--- config.mk ---
export PLATFORM = sky130hd
export DESIGN_NAME = hazard_ctrl_flat
export DESIGN_NICKNAME = d
export VERILOG_FILES = /design/src/rtl/hazard_ctrl_if.sv /design/src/rtl/hazard_ctrl.sv /design/src/flat_wrapper.sv
export SDC_FILE = /design/constraint.sdc
export NUM_CORES = 1
export LEC_CHECK = 0
export CAP_MARGIN = 20
export CELL_PAD_IN_SITES_DETAIL_PLACEMENT = 0
export CELL_PAD_IN_SITES_GLOBAL_PLACEMENT = 1
export CORE_MARGIN = 10
export CORE_UTILIZATION = 26
export CTS_CLUSTER_DIAMETER = 120
export CTS_CLUSTER_SIZE = 28
export DETAILED_ROUTE_END_ITERATION = 10
export GPL_ROUTABILITY_DRIVEN = 0
export PLACE_DENSITY_LB_ADDON = 0.1
export SYNTH_ARGS = -nofsm -noshare
export SYNTH_HDL_FRONTEND = slang
export SYNTH_SLANG_ARGS = --single-unit
--- constraint.sdc ---
create_clock -name clk -period 3.3 [get_ports clk]
set_input_delay 0.66 -clock clk [delete_from_list [all_inputs] [get_ports clk]]
set_output_delay 0.66 -clock clk [all_outputs]
set_load 0.1 [all_outputs]
--- src/rtl/hazard_ctrl_if.sv ---
`default_nettype none
// ============================================================================
//  Module      : hazard_ctrl_if
//  Description : Signal bundle between the IF/ID register, the hazard
//                scheduler and the ID stage.
//                master : pipeline side (drives instr_in, br_taken)
//                slave  : hazard_ctrl (drives instruction, holds, selects,
//                         debug state and performance counters)
//  Revision    : 1.0  initial release
// ============================================================================
interface hazard_ctrl_if;
   logic [31:0] instr_in;
   logic        br_taken;
   logic [31:0] instr_out;
   logic        pc_hold;
   logic        ifid_hold;
   logic [2:0]  ld_rs_fwd;
   logic [2:0]  ld_rt_fwd;
   logic [1:0]  state_out;
   logic [15:0] stall_cnt;
   logic [15:0] flush_cnt;

   modport master (
      output instr_in, br_taken,
      input  instr_out, pc_hold, ifid_hold, ld_rs_fwd, ld_rt_fwd,
             state_out, stall_cnt, flush_cnt
   );

   modport slave (
      input  instr_in, br_taken,
      output instr_out, pc_hold, ifid_hold, ld_rs_fwd, ld_rt_fwd,
             state_out, stall_cnt, flush_cnt
   );
endinterface
`default_nettype wire

--- src/rtl/hazard_ctrl.sv ---
`default_nettype none
// ============================================================================
//  Module      : hazard_ctrl
//  Description : Load-use hazard detection and bubble scheduling between the
//                IF/ID register and ID. Stalls PC and IF/ID for one cycle on
//                a load-use hazard, produces load-forward selects for the
//                instruction handed to ID, and squashes wrong-path
//                instructions after a JUMP or a taken BEQ.
//  Ports       : clk, rst (sync, active-high)
//                bus.instr_in / bus.br_taken         inputs
//                bus.instr_out, pc_hold, ifid_hold   ID-side outputs
//                bus.ld_rs_fwd / ld_rt_fwd           load-forward selects
//                bus.state_out                       FSM state (debug)
//                bus.stall_cnt / flush_cnt           performance counters
//  Parameters  : BR_FLUSH  total bubbles after br_taken (1..7)
//                JMP_FLUSH bubbles after a JUMP is passed to ID (0..7)
//  Macro       : HAZ_PERF_CNT_EN enables the saturating stall/flush counters;
//                when undefined both counters read 16'd0.
//  Revision    : 1.0  initial release
// ============================================================================
module hazard_ctrl #(
   parameter int BR_FLUSH  = 2,
   parameter int JMP_FLUSH = 1
) (
   input  wire logic   clk,
   input  wire logic   rst,
   hazard_ctrl_if.slave bus
);

   localparam logic [5:0]  c_OP_ADD   = 6'h01;
   localparam logic [5:0]  c_OP_LDW   = 6'h02;
   localparam logic [5:0]  c_OP_SDW   = 6'h03;
   localparam logic [5:0]  c_OP_BEQ   = 6'h04;
   localparam logic [5:0]  c_OP_JUMP  = 6'h05;
   localparam logic [5:0]  c_OP_STALL = 6'h3F;
   localparam logic [31:0] c_BUBBLE   = {c_OP_STALL, 26'd0};
   localparam logic [5:0]  c_H_INV    = 6'd32;

   // The br_taken cycle is itself the first bubble, so FLUSH only has to
   // supply BR_FLUSH-1 more; fcnt counts the FLUSH cycles left after this one.
   localparam logic [2:0] c_BR_LOAD  = (BR_FLUSH > 1)  ? 3'(BR_FLUSH - 2)  : 3'd0;
   localparam logic [2:0] c_JMP_LOAD = (JMP_FLUSH > 0) ? 3'(JMP_FLUSH - 1) : 3'd0;

   typedef enum logic [1:0] {
      RUN     = 2'd0,
      LDSTALL = 2'd1,
      FLUSH   = 2'd2
   } state_t;

   state_t      r_state, w_state_nxt;
   logic [2:0]  r_fcnt, w_fcnt_nxt;
   logic [5:0]  r_h1, r_h2, r_h3;
   logic [31:0] w_out, w_instr_out;
   logic        w_hold, w_flush_bub, w_hazard;

   // rt sits in [25:21] for the I-format ops, otherwise in [15:11]
   function automatic logic [4:0] f_rt(input logic [31:0] i);
      logic [5:0] op;
      op = i[31:26];
      if (op == c_OP_SDW || op == c_OP_BEQ || op == c_OP_LDW) return i[25:21];
      return i[15:11];
   endfunction

   // LDW's rt field is its destination, not a source
   function automatic logic f_rt_read(input logic [5:0] op);
      return !(op == c_OP_LDW || op == c_OP_JUMP || op == c_OP_STALL);
   endfunction

   function automatic logic f_rs_read(input logic [5:0] op);
      return !(op == c_OP_JUMP || op == c_OP_STALL);
   endfunction

   assign w_hazard = !r_h1[5] && f_rs_read(bus.instr_in[31:26]) &&
                     ((bus.instr_in[20:16] == r_h1[4:0]) ||
                      (f_rt_read(bus.instr_in[31:26]) && f_rt(bus.instr_in) == r_h1[4:0]));

   always_comb begin
      w_state_nxt = r_state;
      w_fcnt_nxt  = r_fcnt;
      w_out       = c_BUBBLE;
      w_hold      = 1'b0;
      w_flush_bub = 1'b0;
      if (bus.br_taken) begin
         // taken branch overrides every state, including a pending hazard
         w_flush_bub = 1'b1;
         w_fcnt_nxt  = c_BR_LOAD;
         w_state_nxt = (BR_FLUSH > 1) ? FLUSH : RUN;
      end else begin
         case (r_state)
            RUN: begin
               if (w_hazard) begin
                  w_hold      = 1'b1;
                  w_state_nxt = LDSTALL;
               end else if (bus.instr_in[31:26] == c_OP_JUMP) begin
                  w_out = bus.instr_in;
                  if (JMP_FLUSH > 0) begin
                     w_fcnt_nxt  = c_JMP_LOAD;
                     w_state_nxt = FLUSH;
                  end
               end else begin
                  w_out = bus.instr_in;
               end
            end
            LDSTALL: begin
               w_out       = bus.instr_in;
               w_state_nxt = RUN;
            end
            FLUSH: begin
               w_flush_bub = 1'b1;
               if (r_fcnt == 3'd0) w_state_nxt = RUN;
               else                w_fcnt_nxt  = r_fcnt - 3'd1;
            end
            default: w_state_nxt = RUN;
         endcase
      end
   end

   assign w_instr_out   = rst ? c_BUBBLE : w_out;
   assign bus.instr_out = w_instr_out;
   assign bus.pc_hold   = w_hold && !rst;
   assign bus.ifid_hold = w_hold && !rst;
   assign bus.state_out = rst ? RUN : r_state;

   // Forward selects refer to the loads now in MEM (h2) and WB (h3)
   always_comb begin
      bus.ld_rs_fwd = 3'd0;
      bus.ld_rt_fwd = 3'd0;
      if (f_rs_read(w_instr_out[31:26])) begin
         if (!r_h2[5] && w_instr_out[20:16] == r_h2[4:0])      bus.ld_rs_fwd = 3'd1;
         else if (!r_h3[5] && w_instr_out[20:16] == r_h3[4:0]) bus.ld_rs_fwd = 3'd2;
      end
      if (f_rt_read(w_instr_out[31:26])) begin
         if (!r_h2[5] && f_rt(w_instr_out) == r_h2[4:0])      bus.ld_rt_fwd = 3'd1;
         else if (!r_h3[5] && f_rt(w_instr_out) == r_h3[4:0]) bus.ld_rt_fwd = 3'd2;
      end
   end

   always_ff @(posedge clk) begin
      if (rst) begin
         r_state <= RUN;
         r_fcnt  <= 3'd0;
         r_h1    <= c_H_INV;
         r_h2    <= c_H_INV;
         r_h3    <= c_H_INV;
      end else begin
         r_state <= w_state_nxt;
         r_fcnt  <= w_fcnt_nxt;
         r_h3    <= r_h2;
         r_h2    <= r_h1;
         r_h1    <= (w_instr_out[31:26] == c_OP_LDW) ? {1'b0, w_instr_out[25:21]} : c_H_INV;
      end
   end

`ifdef HAZ_PERF_CNT_EN
   logic [15:0] r_stall_cnt, r_flush_cnt;

   always_ff @(posedge clk) begin
      if (rst) begin
         r_stall_cnt <= 16'd0;
         r_flush_cnt <= 16'd0;
      end else begin
         if (w_hold && r_stall_cnt != 16'hFFFF)      r_stall_cnt <= r_stall_cnt + 16'd1;
         if (w_flush_bub && r_flush_cnt != 16'hFFFF) r_flush_cnt <= r_flush_cnt + 16'd1;
      end
   end

   assign bus.stall_cnt = r_stall_cnt;
   assign bus.flush_cnt = r_flush_cnt;
`else
   assign bus.stall_cnt = 16'd0;
   assign bus.flush_cnt = 16'd0;
`endif

   // c_OP_ADD documents the R-format opcode used by the pipeline
   logic w_unused;
   assign w_unused = ^c_OP_ADD;

endmodule
`default_nettype wire

--- src/flat_wrapper.sv ---
// flat-port wrapper written by rule: the top's interface ports become plain ports
module hazard_ctrl_flat 
#(
   parameter int BR_FLUSH  = 2,
   parameter int JMP_FLUSH = 1
)
  (clk, rst, bus_instr_in, bus_br_taken, bus_instr_out, bus_pc_hold, bus_ifid_hold, bus_ld_rs_fwd, bus_ld_rt_fwd, bus_state_out, bus_stall_cnt, bus_flush_cnt);
  hazard_ctrl_if bus_i ();
  input  wire logic clk;
  input  wire logic rst;
  input wire logic [$bits(bus_i.instr_in)-1:0] bus_instr_in;
  input wire logic [$bits(bus_i.br_taken)-1:0] bus_br_taken;
  output wire logic [$bits(bus_i.instr_out)-1:0] bus_instr_out;
  output wire logic [$bits(bus_i.pc_hold)-1:0] bus_pc_hold;
  output wire logic [$bits(bus_i.ifid_hold)-1:0] bus_ifid_hold;
  output wire logic [$bits(bus_i.ld_rs_fwd)-1:0] bus_ld_rs_fwd;
  output wire logic [$bits(bus_i.ld_rt_fwd)-1:0] bus_ld_rt_fwd;
  output wire logic [$bits(bus_i.state_out)-1:0] bus_state_out;
  output wire logic [$bits(bus_i.stall_cnt)-1:0] bus_stall_cnt;
  output wire logic [$bits(bus_i.flush_cnt)-1:0] bus_flush_cnt;
  assign bus_i.instr_in = bus_instr_in;
  assign bus_i.br_taken = bus_br_taken;
  assign bus_instr_out = bus_i.instr_out;
  assign bus_pc_hold = bus_i.pc_hold;
  assign bus_ifid_hold = bus_i.ifid_hold;
  assign bus_ld_rs_fwd = bus_i.ld_rs_fwd;
  assign bus_ld_rt_fwd = bus_i.ld_rt_fwd;
  assign bus_state_out = bus_i.state_out;
  assign bus_stall_cnt = bus_i.stall_cnt;
  assign bus_flush_cnt = bus_i.flush_cnt;
  hazard_ctrl #(.BR_FLUSH(BR_FLUSH), .JMP_FLUSH(JMP_FLUSH)) u_core (.clk(clk), .rst(rst), .bus(bus_i));
endmodule
==> reports/summary.txt, run 1 <==
Crit. End Element -> primary output
Pre-antenna DRT Iters -> 4
Synth unique cells -> 60
Post-DRT Antenna Nets -> 0
# diodes -> 0
CTS tree -> yes
Post-Synthesis Cells -> 271
Die W -> 112 µm
Max FO, Critical Path -> 7
Layout Cell Area excl Fill -> 4180 µm²
CTS Buf Count -> 3
I/O pins -> 109
Post-Place Cell Area -> 3800 µm²
CTS Buffer Depth -> 2
Pin count of the biggest net entering global routing -> 22
Final Hold Fails -> 0
YS warnings -> 0
Synthesized flop and latch total -> 23
Iter 0 DRT Violations -> 89
Violated checks -> negative setup slack
Data arrival, critical path -> 3.02 ns
Most common cell after layout, fill and taps aside -> buf_12
Max-Cap Viols -> 0
Setup violators final -> 15
Post-synthesis area per instance -> 8.14 µm²
Fmax -> 272 MHz
Post-Place Setup Slack -> -0.917 ns
Setup TNS Final -> -3.15 ns
Row count -> 33
Crit path kind -> primary input to primary output
Clock sink count -> 23
Rel. slew slack -> 0.611
Initial Util -> 0.268
Layout fillers -> 753
Vias -> 2251
Fin crit period -> 3.68 ns
GR Overflow Total -> 0
Worst slew pin tran -> 0.580 ns
PwrDens -> 256 nW/µm²
Total wire length -> 8310 µm
Sequential share of the synthesized area -> 0.209
Core area -> 8220 µm²
DRC Markers -> 0
Unrepaired setup endpoints after global routing -> yes
Area grow syn2layout -> 89.5%
Routed len/inst -> 16.8 µm
Status -> finished, violations left
Nets -> 426
Die Height -> 112 µm
Share of cells above drive strength 1 -> 0.479
Fin crit share -> 1.11
FF-to-FF path depth -> 7
CTS root buffer -> clkbuf_8
Post-synth EDFFs -> 0
CP Launch Type -> primary input
First-pass GRT wire length -> 12900 µm
Vias per cell -> 4.57
Die area -> 12600 µm²
Input/output buffers -> 74
Fraction of registers with async set/reset -> 0
Worst setup margin -> -0.379 ns
Hold WC Path Type -> flip-flop to flip-flop
VDD IR max -> 0.170 mV
Pleak -> 1.71 nW
Worst Path Required -> 2.64 ns
WHS Path Cells -> 2
Post-CTS Hold Fix Bufs -> 0
Gr usage total -> 0.123
Top FF cell, synth -> dfxtp_1
Htree depth -> 1
Max Slew Vio Count -> 0
Clock skew -> 0.00172 ns
Dpl hpwl -> 6870 µm
Cell Area, Synth -> 2200 µm²
Fin util -> 0.508
Later-pin clock latency in the skew report -> 0.26 ns
Initial antenna violation count -> 0
Clk slew on worst S/H paths -> 0.09 ns
WHS -> 0.496 ns
Most frequent cells in the layout -> 41 x buf_12, 40 x buf_4, 34 x conb_1, 27 x and3_4
Vias in the first global route -> 2293
## flip-flops by register name, summed over array words and instances (netlist names)
register        flops
u_core.r_fcnt       3
u_core.r_state      2
u_core.r_h1         6
u_core.r_h3         6
u_core.r_h2         6
## metal layers
metal,global-route usage,part of all wire
met1,0.167,0.47
met5,0,0
met2,0.195,0.46
met3,0.0319,0.064
met4,0.0135,0.0033
## cell type report
class                           instances  area (µm²)  area share
Inverter                                8        30.0     0.00719
Multi-Input combinational cell        224        1890       0.453
Clock inverter                          1        7.51     0.00180
Sequential cell                        23         460       0.110
Tap cell                              105         131      0.0314
Clock buffer                            3        41.3     0.00988
Timing Repair Buffer                  129        1610       0.386
## worst paths after layout
path                                  startpoint                to  slack [ns]
worst max register to register    u_core.r_h1[0]    u_core.r_h1[1]        1.44
worst min-delay path            u_core.r_fcnt[1]  u_core.r_fcnt[1]        0.50
worst max-delay path            bus_instr_in[29]  bus_ld_rt_fwd[0]       -0.38
worst min register to register  u_core.r_fcnt[1]  u_core.r_fcnt[1]        0.50
## kinds of logic (layout without fill, tap and decap cells)
group,Yosys count,in the layout,share of synthesized area
mux,8,8,0.0363
fa+ha+maj,2,2,0.0113
xor+xnor,22,22,0.0874
compound gates,45,45,0.160
other cells,1,34,0.00170
flops,23,23,0.209
simple gates,113,113,0.329
buf+inv,57,141,0.166
## synthesized netlist by cell type, types with 2 or more instances
cell	n	area [µm²]
a21oi_1	10	50.1
a311oi_1	2	17.5
a31o_1	2	17.5
a31oi_1	2	12.5
and2_1	7	43.8
and3_1	30	188
buf_4	36	270
buf_6	2	22.5
clkbuf_1	9	33.8
dfxtp_1	23	460
ha_1	2	25.0
inv_1	8	30.0
mux2i_1	8	80.1
nand2_1	3	11.3
nand3_1	3	15.0
nor2_1	18	67.6
nor2b_1	9	56.3
nor3_1	7	35.0
nor3b_1	2	15.0
nor4_1	3	18.8
nor4_4	2	42.5
o2111a_1	3	33.8
o211a_1	2	20.0
o211ai_1	2	15.0
o21a_1	3	22.5
o21ai_0	3	15.0
o22ai_1	2	12.5
o31a_1	5	43.8
or2_2	5	31.3
or2b_1	6	45.0
or3_1	3	18.8
xnor2_1	14	123
xor2_1	8	70.1
## timing repair
action | in CTS | in global routing
gates resized for setup | 67 | 40
pin swaps | 18 | 19
setup endpoints to repair | 38 | 38
buffers inserted | 11 | 6
## power by group
group	switching [W]	internal (W)	leakage, nW
clock network	0.0000976	0.0000854	0.0217
registers	0.00000176	0.000280	0.186
logic	0.000406	0.000197	1.50
## worst max-delay path, cell delays in order
cell	delay, ns
buf_2	0.13
buf_6	0.13
or4_4	0.50
a21oi_4	0.19
nor3_2	0.07
and2_1	0.15
nand4_2	0.12
and2_4	0.21
or2b_4	0.30
nor4_4	0.33
buf_12	0.21
## stage by stage
| stage | total power, W | cells |
|---|---|---|
| after global routing | 0.00111 | 493 |
| after global placement | 0.000857 | 478 |
| after floorplan | 0.000715 | 304 |
| after detailed placement | 0.000858 | 478 |
| final | 0.00107 | 493 |
| after CTS | 0.00106 | 492 |
No activity file was read; power rests on OpenSTA's default activity.
==> run 2, diff against run 1 <==
--- a/config.mk
+++ b/config.mk
@@ -9,12 +9,13 @@
 export CELL_PAD_IN_SITES_DETAIL_PLACEMENT = 0
 export CELL_PAD_IN_SITES_GLOBAL_PLACEMENT = 1
 export CORE_MARGIN = 10
-export CORE_UTILIZATION = 26
+export CORE_UTILIZATION = 29
 export CTS_CLUSTER_DIAMETER = 120
 export CTS_CLUSTER_SIZE = 28
 export DETAILED_ROUTE_END_ITERATION = 10
 export GPL_ROUTABILITY_DRIVEN = 0
 export PLACE_DENSITY_LB_ADDON = 0.1
+export SKIP_CTS_REPAIR_TIMING = 1
 export SYNTH_ARGS = -nofsm -noshare
 export SYNTH_HDL_FRONTEND = slang
 export SYNTH_SLANG_ARGS = --single-unit
==> constraint.sdc (replaced) <==
create_clock -name clk -period 3.95 [get_ports clk]
set_input_delay 0.79 -clock clk [delete_from_list [all_inputs] [get_ports clk]]
set_output_delay 0.79 -clock clk [all_outputs]
set_load 0.1 [all_outputs]
==> reports/summary.txt, run 2 (synthesized netlist as in run 1, its figures left out) <==
Total power -> 0.000868 W
Nets -> 420
Max-Cap Viols -> 0
Fmax -> 253 MHz
CP Cell Sequence -> buf_6 > buf_6 > or3_4 > a21oi_4 > mux2i_1 > xor2_1 > nand4_2 > and2_4 > mux2i_4 > o31a_2 > buf_12
Gr usage total -> 0.128
Most frequent cells in the layout -> 45 x buf_4, 38 x buf_12, 34 x conb_1, 23 x dfxtp_1, 22 x clkdlybuf4s50_1
Largest regs -> u_core.r_h1: 6 flops, u_core.r_h2: 6 flops, u_core.r_h3: 6 flops
CTS tree -> yes
Vias -> 2229
I/O pins -> 109
Pleak -> 1.71 nW
Total wire length -> 7930 µm
Fin crit share -> 1.00
Fin crit period -> 3.95 ns
Clk slew on worst S/H paths -> 0.08 ns
Die area -> 11500 µm²
Die W -> 107 µm
Htree depth -> 1
CP Launch Type -> primary input
Input/output buffers -> 74
GR Overflow Total -> 0
Worst Path Required -> 3.16 ns
DRC Markers -> 0
Dpl hpwl -> 6580 µm
Most common cell after layout, fill and taps aside -> buf_4
Setup violators final -> 0
Vias per cell -> 4.63
Iter 0 DRT Violations -> 78
Row count -> 31
Worst path max stage delay -> 0.39 ns
Initial Util -> 0.301
Worst setup margin -> 0.000425 ns
Pin count of the biggest net entering global routing -> 24
CTS root buffer -> clkbuf_8
First-pass GRT wire length -> 11900 µm
Slowest-stage cell, CP -> o31a_2
PwrDens -> 224 nW/µm²
VDD IR max -> 0.162 mV
Unrepaired setup endpoints after global routing -> yes
FF-to-FF setup slack -> 1.85 ns
Post-DRT Antenna Nets -> 0
Share of cells above drive strength 1 -> 0.432
Data arrival, critical path -> 3.16 ns
Die Height -> 107 µm
Initial antenna violation count -> 0
# diodes -> 0
Most frequent CP cell -> buf_6
Status -> finished clean
Pre-antenna DRT Iters -> 4
Clock sink count -> 23
CTS Buf Count -> 3
Area grow syn2layout -> 75.9%
Final Hold Fails -> 0
Core area -> 7330 µm²
Vias in the first global route -> 2174
Crit path kind -> primary input to primary output
Max Slew Vio Count -> 0
Later-pin clock latency in the skew report -> 0.27 ns
Crit. End Element -> primary output
Routed len/inst -> 16.5 µm
Hold WC Path Type -> flip-flop to flip-flop
Post-Place Setup Slack -> -0.422 ns
CTS Buffer Depth -> 2
Clock skew -> 0.0116 ns
Max FO, Critical Path -> 7
run 2: changes by cell type in the layout (fill, tap and decap cells not counted), sizes merged:
cell and change:
buf -10, clkbuf +5, dlymetal6s2s +3, dlygate4sd2 -2
clkdlybuf4s50 -1, clkinvlp -1
run 2: layout make-up:
class                           count  area, µm²
Fill cell                         695       3450
Multi-Input combinational cell    224       1730
Timing Repair Buffer              123       1490
Sequential cell                    23        460
Tap cell                           99        124
Clock buffer                        4       45.0
Inverter                            8       30.0
run 2: layer usage:
layer / vias to the layer above / part of all wire / GRT usage
li1: 1121 / - / -
met1: 1019 / 0.47 / 0.174
met2: 87 / 0.44 / 0.197
met3: 2 / 0.084 / 0.0317
met4: 0 / 0.0052 / 0.0290
met5: - / 0 / 0
run 2: stage by stage:
stage	util	TNS, ns	cell area, µm²	std cells	hold slack (ns)
CTS	0.506	-6.78	3710	477	0.503
detailed placement	0.500	-6.42	3670	473	0.484
finish	0.529	0	3880	481	0.492
floorplan	-	-0.724	2440	304	0.433
global placement	0.500	-6.99	3670	473	0.465
global route	0.529	-0.282	3880	481	0.514
run 2: power by group:
part	switching [W]	internal (W)	total, W	leakage [nW]
sequential	0.00000169	0.000234	0.000236	0.186
clock	0.0000798	0.0000722	0.000152	0.0228
combinational	0.000332	0.000148	0.000480	1.50
run 2: path summary, 6_finish.rpt:
kind                                       start          endpoint  cells past startpoint
worst max-delay path            bus_instr_in[30]  bus_ld_rs_fwd[1]                     11
worst min register to register  u_core.r_fcnt[1]  u_core.r_fcnt[1]                      2
worst max register to register    u_core.r_h1[1]    u_core.r_h1[2]                      8
worst min-delay path            u_core.r_fcnt[1]  u_core.r_fcnt[1]                      2
run 2: worst max-delay path: cells and delay by family:
| family | cells | cell delay, ns |
|---|---|---|
| simple gates | 3 | 0.77 |
| buf+inv | 3 | 0.38 |
| compound gates | 2 | 0.52 |
| xor+xnor | 1 | 0.28 |
| mux | 2 | 0.42 |
